--- src/rtl/imm_pipe.sv ---
// Pipelined RISC-V immediate generator with a registered output stage and a
// one-entry skid buffer. Immediates are formed combinationally from the
// incoming instruction and captured on input transfer (latency 1).
module imm_pipe #(
    parameter int unsigned XLEN  = 32,
    parameter int unsigned TAG_W = 8
) (
    input  logic             clk,
    input  logic             rst,
    input  logic             flush,
    input  logic             in_valid,
    output logic             in_ready,
    input  logic [31:0]      instr,
    input  logic [2:0]       extOp,
    input  logic [TAG_W-1:0] in_tag,
    output logic             out_valid,
    input  logic             out_ready,
    output logic [XLEN-1:0]  out_imm,
    output logic [TAG_W-1:0] out_tag,
    output logic             out_err
);

    // Output stage registers
    logic             out_valid_q, out_valid_d;
    logic [XLEN-1:0]  out_imm_q, out_imm_d;
    logic [TAG_W-1:0] out_tag_q, out_tag_d;
    logic             out_err_q, out_err_d;

    // Skid buffer registers
    logic             skid_valid_q, skid_valid_d;
    logic [XLEN-1:0]  skid_imm_q, skid_imm_d;
    logic [TAG_W-1:0] skid_tag_q, skid_tag_d;
    logic             skid_err_q, skid_err_d;

    // Immediate for the instruction currently offered
    logic [XLEN-1:0]  new_imm;
    logic             new_err;
    logic             in_xfer;

    assign in_ready = !skid_valid_q;
    assign in_xfer  = in_valid && in_ready;

    assign out_valid = out_valid_q;
    assign out_imm   = out_imm_q;
    assign out_tag   = out_tag_q;
    assign out_err   = out_err_q;

    // Decode extOp into the extended immediate; 111 is the illegal format
    always_comb begin
        new_imm = '0;
        new_err = 1'b0;
        case (extOp)
            3'b000: new_imm = {{(XLEN-12){instr[31]}}, instr[31:20]};
            3'b001: new_imm = {{(XLEN-20){instr[31]}}, instr[31:12]} << 12;
            3'b010: new_imm = {{(XLEN-12){instr[31]}}, instr[31:25], instr[11:7]};
            3'b011: new_imm = {{(XLEN-13){instr[31]}}, instr[31], instr[7],
                               instr[30:25], instr[11:8], 1'b0};
            3'b100: new_imm = {{(XLEN-21){instr[31]}}, instr[31], instr[19:12],
                               instr[20], instr[30:21], 1'b0};
            3'b101: new_imm = {{(XLEN-5){1'b0}}, instr[19:15]};
            3'b110: begin
                // RV64 shift amounts use one extra bit
                if (XLEN == 64) new_imm = {{(XLEN-6){1'b0}}, instr[25:20]};
                else            new_imm = {{(XLEN-5){1'b0}}, instr[24:20]};
            end
            default: begin
                new_imm = '0;
                new_err = 1'b1;
            end
        endcase
    end

    // Next-state for output stage and skid buffer; data regs untouched on flush
    always_comb begin
        out_valid_d  = out_valid_q;
        out_imm_d    = out_imm_q;
        out_tag_d    = out_tag_q;
        out_err_d    = out_err_q;
        skid_valid_d = skid_valid_q;
        skid_imm_d   = skid_imm_q;
        skid_tag_d   = skid_tag_q;
        skid_err_d   = skid_err_q;
        if (flush) begin
            out_valid_d  = 1'b0;
            skid_valid_d = 1'b0;
        end else if (!out_valid_q || out_ready) begin
            if (skid_valid_q) begin
                // in_ready was low, so no new entry can arrive this cycle
                out_valid_d  = 1'b1;
                out_imm_d    = skid_imm_q;
                out_tag_d    = skid_tag_q;
                out_err_d    = skid_err_q;
                skid_valid_d = 1'b0;
            end else begin
                out_valid_d = in_xfer;
                if (in_xfer) begin
                    out_imm_d = new_imm;
                    out_tag_d = in_tag;
                    out_err_d = new_err;
                end
            end
        end else if (in_xfer) begin
            skid_valid_d = 1'b1;
            skid_imm_d   = new_imm;
            skid_tag_d   = in_tag;
            skid_err_d   = new_err;
        end
    end

    // State update with synchronous reset
    always_ff @(posedge clk) begin
        if (rst) begin
            out_valid_q  <= 1'b0;
            out_imm_q    <= '0;
            out_tag_q    <= '0;
            out_err_q    <= 1'b0;
            skid_valid_q <= 1'b0;
            skid_imm_q   <= '0;
            skid_tag_q   <= '0;
            skid_err_q   <= 1'b0;
        end else begin
            out_valid_q  <= out_valid_d;
            out_imm_q    <= out_imm_d;
            out_tag_q    <= out_tag_d;
            out_err_q    <= out_err_d;
            skid_valid_q <= skid_valid_d;
            skid_imm_q   <= skid_imm_d;
            skid_tag_q   <= skid_tag_d;
            skid_err_q   <= skid_err_d;
        end
    end

endmodule

--- config.mk ---
export PLATFORM = sky130hd
export DESIGN_NAME = imm_pipe
export DESIGN_NICKNAME = d
export VERILOG_FILES = /design/src/rtl/imm_pipe.sv
export SDC_FILE = /design/constraint.sdc
export NUM_CORES = 1
export LEC_CHECK = 0
export CAP_MARGIN = 20
export CORE_UTILIZATION = 45
export DETAILED_ROUTE_END_ITERATION = 8
export PLACE_DENSITY = 0.76
export SKIP_CTS_REPAIR_TIMING = 1
export SYNTH_ARGS = -nofsm -noshare
export SYNTH_HDL_FRONTEND = slang
export SYNTH_SLANG_ARGS = --single-unit
--- constraint.sdc ---
create_clock -name clk -period 1.6 [get_ports clk]
set_clock_uncertainty 0.1 [all_clocks]
set_input_delay 0.32 -clock clk [delete_from_list [all_inputs] [get_ports clk]]
set_output_delay 0.32 -clock clk [all_outputs]
set_load 0.02 [all_outputs]
==> impl_metrics.ini, run 1 <==
[power_and_ir_drop]
power.density_nw_per_um2 = 783.4
p_switching_w = 0.001307
p_int_w = 0.003324
clockPowerShare_pct = 33.4
ir_drop_mv = 0.5359
p_sw_share_pct = 28.22
leakagePower_nw = 2.908
seqPwrFrac_pct = 47.3
p_comb_share_pct = 19.3

[layout]
final_net_count = 646
area_growth_pct = 50.02
stdcell_count = 708
num_antenna_cells = 0
fin_util_pct = 70.87
drive_above_1_share_pct = 22.55

[synth]
synth_common_cells = dfxtp_1, nor2_1, a21oi_1
syn_avg_cell_area_sq_um = 8.419
synth_top_area_cell = dfxtp_1
yosysSeqAreaShare_pct = 42.68
ys_warn_count = 0
synth.net_count = 516
yosysTopAreaCellShare_pct = 42.68
synthDistinctLibCells = 52
syn_area_sq_um = 3940
synthArstFlopShare_pct = 0
synth_seq_cells = 84
postSynth.topFlopCell = dfxtp_1
yosysMostFrequentCell = dfxtp_1
synth_area_leaders = dfxtp_1, nor2_1, a211oi_1
synth_edf_count = 0
synthCells = 468

[placed_design]
portBuffers = 83
placed_cells = 675
hpwl_microns = 7452
gp_congestion = 0.8788

[route]
wirelength_microns = 11860
viasPerCell = 5.739
wl_per_cell_microns = 16.75
drc = 0
drtAntennaViolNets = 0
dr.pass1.iters = 6
route.vias.total = 4063
drtIter0Drc = 175

[critical_path]
cp_cell_sequence = nor2b_4 > or3_4 > buf_12 > o41ai_1
worstPathRequired_ps = 1760
crit_fanout = 16
critPathBufInv = 1
cp-start-kind = flop
critPathSlowestCell = or3_4
cpLargestDelayFamily = simple AND/OR/NAND/NOR gates
arrival_ps = 1750
path_class = flop to flop
worst_setup_path_end_kind = flop
max_stage_delay_ps = 420

[floorplan]
io_pins = 91
die_width_microns = 95.57
fp-row-count = 33
floorplan.initialDensity_pct = 47.24
core_region_area_sq_um = 8341
die_h_microns = 95.57
die_area_sq_um = 9134

[global_route]
grt_pass1_vias = 3577
grt_usage_pct = 24.47
antenna_found_initial = 0
grt-ovfl-total = 0
grt_pass1_wl_microns = 17220
grt_max_degree = 64

[cts]
cts_sinks = 84
insertion_delay_ps = 360
clockBufferDepth = 2
cts_made_buffers = 9
cts_root_buf = clkbuf_8
cts-htree-levels = 3
path_clk_slew_ps = 90
cts_tree = yes

[sta]
rsz0062_at_grt = true
report.final.hold_viol_count = 0
slew_viol_final = 0
worstMarginPinSlew_ps = 347.7
setup_tns_ps = 0
layout_min_cycle_time_ps = 1583
hold_slack_ps = 213.8
clock.fmax_mhz = 631.6
slew_headroom_pct = 76.77
setup_viol = 0
period_share_pct = 98.95

[run_status]
status = complete, no violations

[min_path]
worstHoldPathType = input port to flop

[job]
maxCapViolCount = 0
[sequential cells by signal (all words and copies together) (netlist names)]
register      count
out_imm          32
skid_imm_q       32
out_tag           8
skid_tag_q        8
out_err           1
out_valid         1
skid_err_q        1
skid_valid_q      1
[per-layer routing]
metal / GRT usage [%] / up-vias / share of wire (%)
li1: - / 1953 / -
met1: 32.23 / 1928 / 42
met2: 39.17 / 153 / 49
met3: 5.423 / 29 / 6.8
met4: 8.955 / 0 / 2.8
met5: 0 / - / 0
[power by group through the flow]
stage	Combinational, W	Sequential [W]	Clock, W
2_1_floorplan	0.000327	0.00231	0
3_3_place_gp	0.000794	0.00224	0
3_5_place_dp	0.000805	0.00224	0
4_1_cts	0.000808	0.00219	0.00155
5_1_grt	0.000957	0.00220	0.00163
6_report	0.000895	0.00219	0.00154
[tightest hold or removal path, delay by kind of cell]
kind	cells	cell delay, ps
AND/OR/NAND/NOR	1	130
AO/OA/AOI/OAI	1	70
buffers and inverters	1	120
[metrics by stage]
step / power, W / area [sq um] / worst slack [ps]
floorplan: 0.002639 / 3941 / 9.775
global placement: 0.003035 / 5226 / -518.6
detailed placement: 0.003047 / 5226 / -559.8
finish: 0.004631 / 5911 / 16.79
global route: 0.004792 / 5911 / -30.93
CTS: 0.004554 / 5419 / -487.5
[final cells by class]
cell class              count  area, sq um
well taps                 105        131.4
multi-input cells         339         2230
inverters                   3        15.01
clock buffers              11        131.4
clock inverters             5        61.31
fillers                   631         2430
repair buffers            161         1655
flip-flops and latches     84         1687
[worst paths after layout]
| path | startpoint | end | slack (ps) | depth (start not counted) |
|---|---|---|---|---|
| setup / recovery | out_valid | out_imm[24] | 20 | 4 |
| hold / removal | rst | out_imm[18] | 210 | 3 |
| setup reg to reg | out_valid | out_imm[24] | 20 | 4 |
| hold reg to reg | skid_imm_q[9] | skid_imm_q[9] | 350 | 2 |
[cell families (layout without fill, tap and decap cells)]
family	Yosys count	in the layout	synth area share, %
AOI/OAI and AO/OA	123	123	21.56
xor gates and xnor gates	1	1	0.2223
buffers and inverters	46	180	6.002
DFF	84	84	42.68
muxes	10	10	2.541
and+or+nand+nor	204	205	26.99
[cells in the final DEF (no fill, tap or decap), drive strengths merged, types with 5 or more instances in the layout]
cell / n
nor2: 68
a221oi: 7
mux2i: 10
dfxtp: 84
nand2: 38
o211ai: 5
dlymetal6s2s: 48
nor3: 31
buf: 77
nand2b: 13
nand3: 8
a21oi: 40
clkbuf: 14
clkdlybuf4s50: 33
nor2b: 7
o41ai: 18
nand3b: 21
o21ai: 16
a211oi: 32
No activity file was read; power rests on OpenSTA's default activity.
==> run 2: changes to the inputs <==
CAP_MARGIN = 5   (was 20)
==> results of run 2 <==
No change in the layout: final DEF, timing and power equal those of run 1.
==> run 3: changes to the inputs <==
PLACE_DENSITY = default   (was 0.76)
PLACE_DENSITY_LB_ADDON = 0.1   (was default)
==> impl_metrics.ini, run 3 (synthesis results as in run 1) <==
[run_status]
status = finished with violations
violations = negative setup slack

[floorplan]
core_region_area_sq_um = 8341
die_width_microns = 95.57
floorplan.initialDensity_pct = 47.24
io_pins = 91
die_h_microns = 95.57
fp-row-count = 33
die_area_sq_um = 9134

[min_path]
worstHoldPathType = input port to flop

[layout]
final_common_cell = dfxtp_1
area_growth_pct = 54.08
num_antenna_cells = 0
final_net_count = 640
drive_above_1_share_pct = 26.30
layout_common_cells = dfxtp_1, nor2_1, dlymetal6s2s_1, buf_4, clkdlybuf4s50_1
stdcell_count = 702

[critical_path]
reg2reg_from = skid_valid_q
r2r-end = skid_tag_q[5]
worstPathRequired_ps = 1750
worst_setup_path_end_kind = flop
ff2ff_setup_slack_ps = -20
arrival_ps = 1780
cp-start-kind = flop
endpoint = skid_tag_q[5]
r2r_cells = 7
crit_fanout = 6
critPathLaunch = skid_valid_q
path_class = flop to flop

[route]
route.vias.total = 4079
drtIter0Drc = 242
drc = 0
wl_per_cell_microns = 18.13
viasPerCell = 5.811
dr.pass1.iters = 4
wirelength_microns = 12730
drtAntennaViolNets = 0

[cts]
clockBufferDepth = 2
cts_tree = yes
insertion_delay_ps = 360
path_clk_slew_ps = 90
cts_sinks = 84
cts_made_buffers = 9
cts-htree-levels = 3
cts_root_buf = clkbuf_8

[sta]
clock.fmax_mhz = 615.8
setup_viol = 10
report.final.hold_viol_count = 0
layout_min_cycle_time_ps = 1624
slew_viol_final = 0
hold_slack_ps = 209.3
rsz0062_at_grt = true
worstMarginPinSlew_ps = 392.7
period_share_pct = 101.5
final.setup.worst_slack_ps = -23.97
slew_headroom_pct = 73.76

[power_and_ir_drop]
p_comb_share_pct = 18.3
clockPowerShare_pct = 37.1
p_switching_w = 0.001292
ir_drop_mv = 0.8343
seqPwrFrac_pct = 44.6
leakagePower_nw = 2.916
p_int_w = 0.003629
power.density_nw_per_um2 = 810.5
p_sw_share_pct = 26.25

[global_route]
grt_max_degree = 58
grt-ovfl-total = 0
antenna_found_initial = 0
grt_pass1_wl_microns = 17490
grt_pass1_vias = 3561
grt_usage_pct = 24.86

[placed_design]
gp_congestion = 0.8498
hpwl_microns = 7480
portBuffers = 83
placed_cells = 669

[job]
maxCapViolCount = 0
-- run 3: changes by cell type in the layout (fill, tap and decap cells not counted), moves of 6 or more --
| cell | change |
|---|---|
| o41ai_2 | -7 |
| a211oi_1 | -6 |
| nand2_2 | +7 |
| buf_6 | +6 |
| a211oi_2 | +7 |
| o41ai_1 | +8 |
| a21oi_2 | +15 |
| buf_4 | -18 |
| a21oi_1 | -16 |
| nand2_1 | -9 |
-- run 3: stage by stage --
step / cell area [sq um] / util [%] / setup TNS [ps] / total power (W) / setup slack, ps
after CTS: 5446 / 65.30 / -12870 / 0.004856 / -588.8
after global routing: 6071 / 72.79 / -1204 / 0.005087 / -90.96
final: 6071 / 72.79 / -99.13 / 0.004920 / -23.97
after global placement: 5206 / 62.42 / -30390 / 0.003027 / -499.2
after floorplan: 3941 / - / 0 / 0.002639 / 9.775
after detailed placement: 5206 / 62.42 / -32840 / 0.003041 / -522.1
-- run 3: area by class of cell --
class	count	area [sq um]
Clock buffer	10	127.6
Clock inverter	6	112.6
Fill cell	646	2270
Inverter	3	15.01
Multi-Input combinational cell	341	2305
Sequential cell	84	1687
Tap cell	105	131.4
Timing Repair Buffer	153	1693
-- run 3: power groups by stage --
| stage | registers (W) | clock network, W | logic, W |
|---|---|---|---|
| detailed placement | 0.00224 | 0 | 0.000796 |
| finish | 0.00219 | 0.00182 | 0.000902 |
| floorplan | 0.00231 | 0 | 0.000327 |
| global placement | 0.00224 | 0 | 0.000784 |
| global route | 0.00220 | 0.00192 | 0.000962 |
| CTS | 0.00220 | 0.00186 | 0.000801 |
-- run 3: critical path, cell delays in order (launching register included) --
cell       delay (ps)
dfxtp_4           390
buf_6             120
and4bb_2          360
nand2_4           110
clkbuf_16         190
buf_8             130
nand2_2            70
a21oi_2            50
-- run 3: worst min-delay path by stage --
stage	startpoint	to	slack, ps	depth (start not counted)
floorplan	flush	out_valid	290	1
global placement	skid_imm_q[6]	skid_imm_q[6]	340	2
detailed placement	skid_imm_q[10]	skid_imm_q[10]	340	2
CTS	rst	out_imm[16]	200	3
global route	rst	out_imm[16]	240	3
finish	rst	out_imm[16]	210	3
-- run 3: per-layer routing --
| metal | global-route usage [%] | routed length (microns) | vias up |
|---|---|---|---|
| met2 | 42.02 | 6237 | 133 |
| met3 | 4.545 | 690 | 32 |
| met1 | 32.00 | 5427 | 1961 |
| li1 | - | - | 1953 |
| met4 | 7.711 | 369 | 0 |
| met5 | 0 | 0 | - |
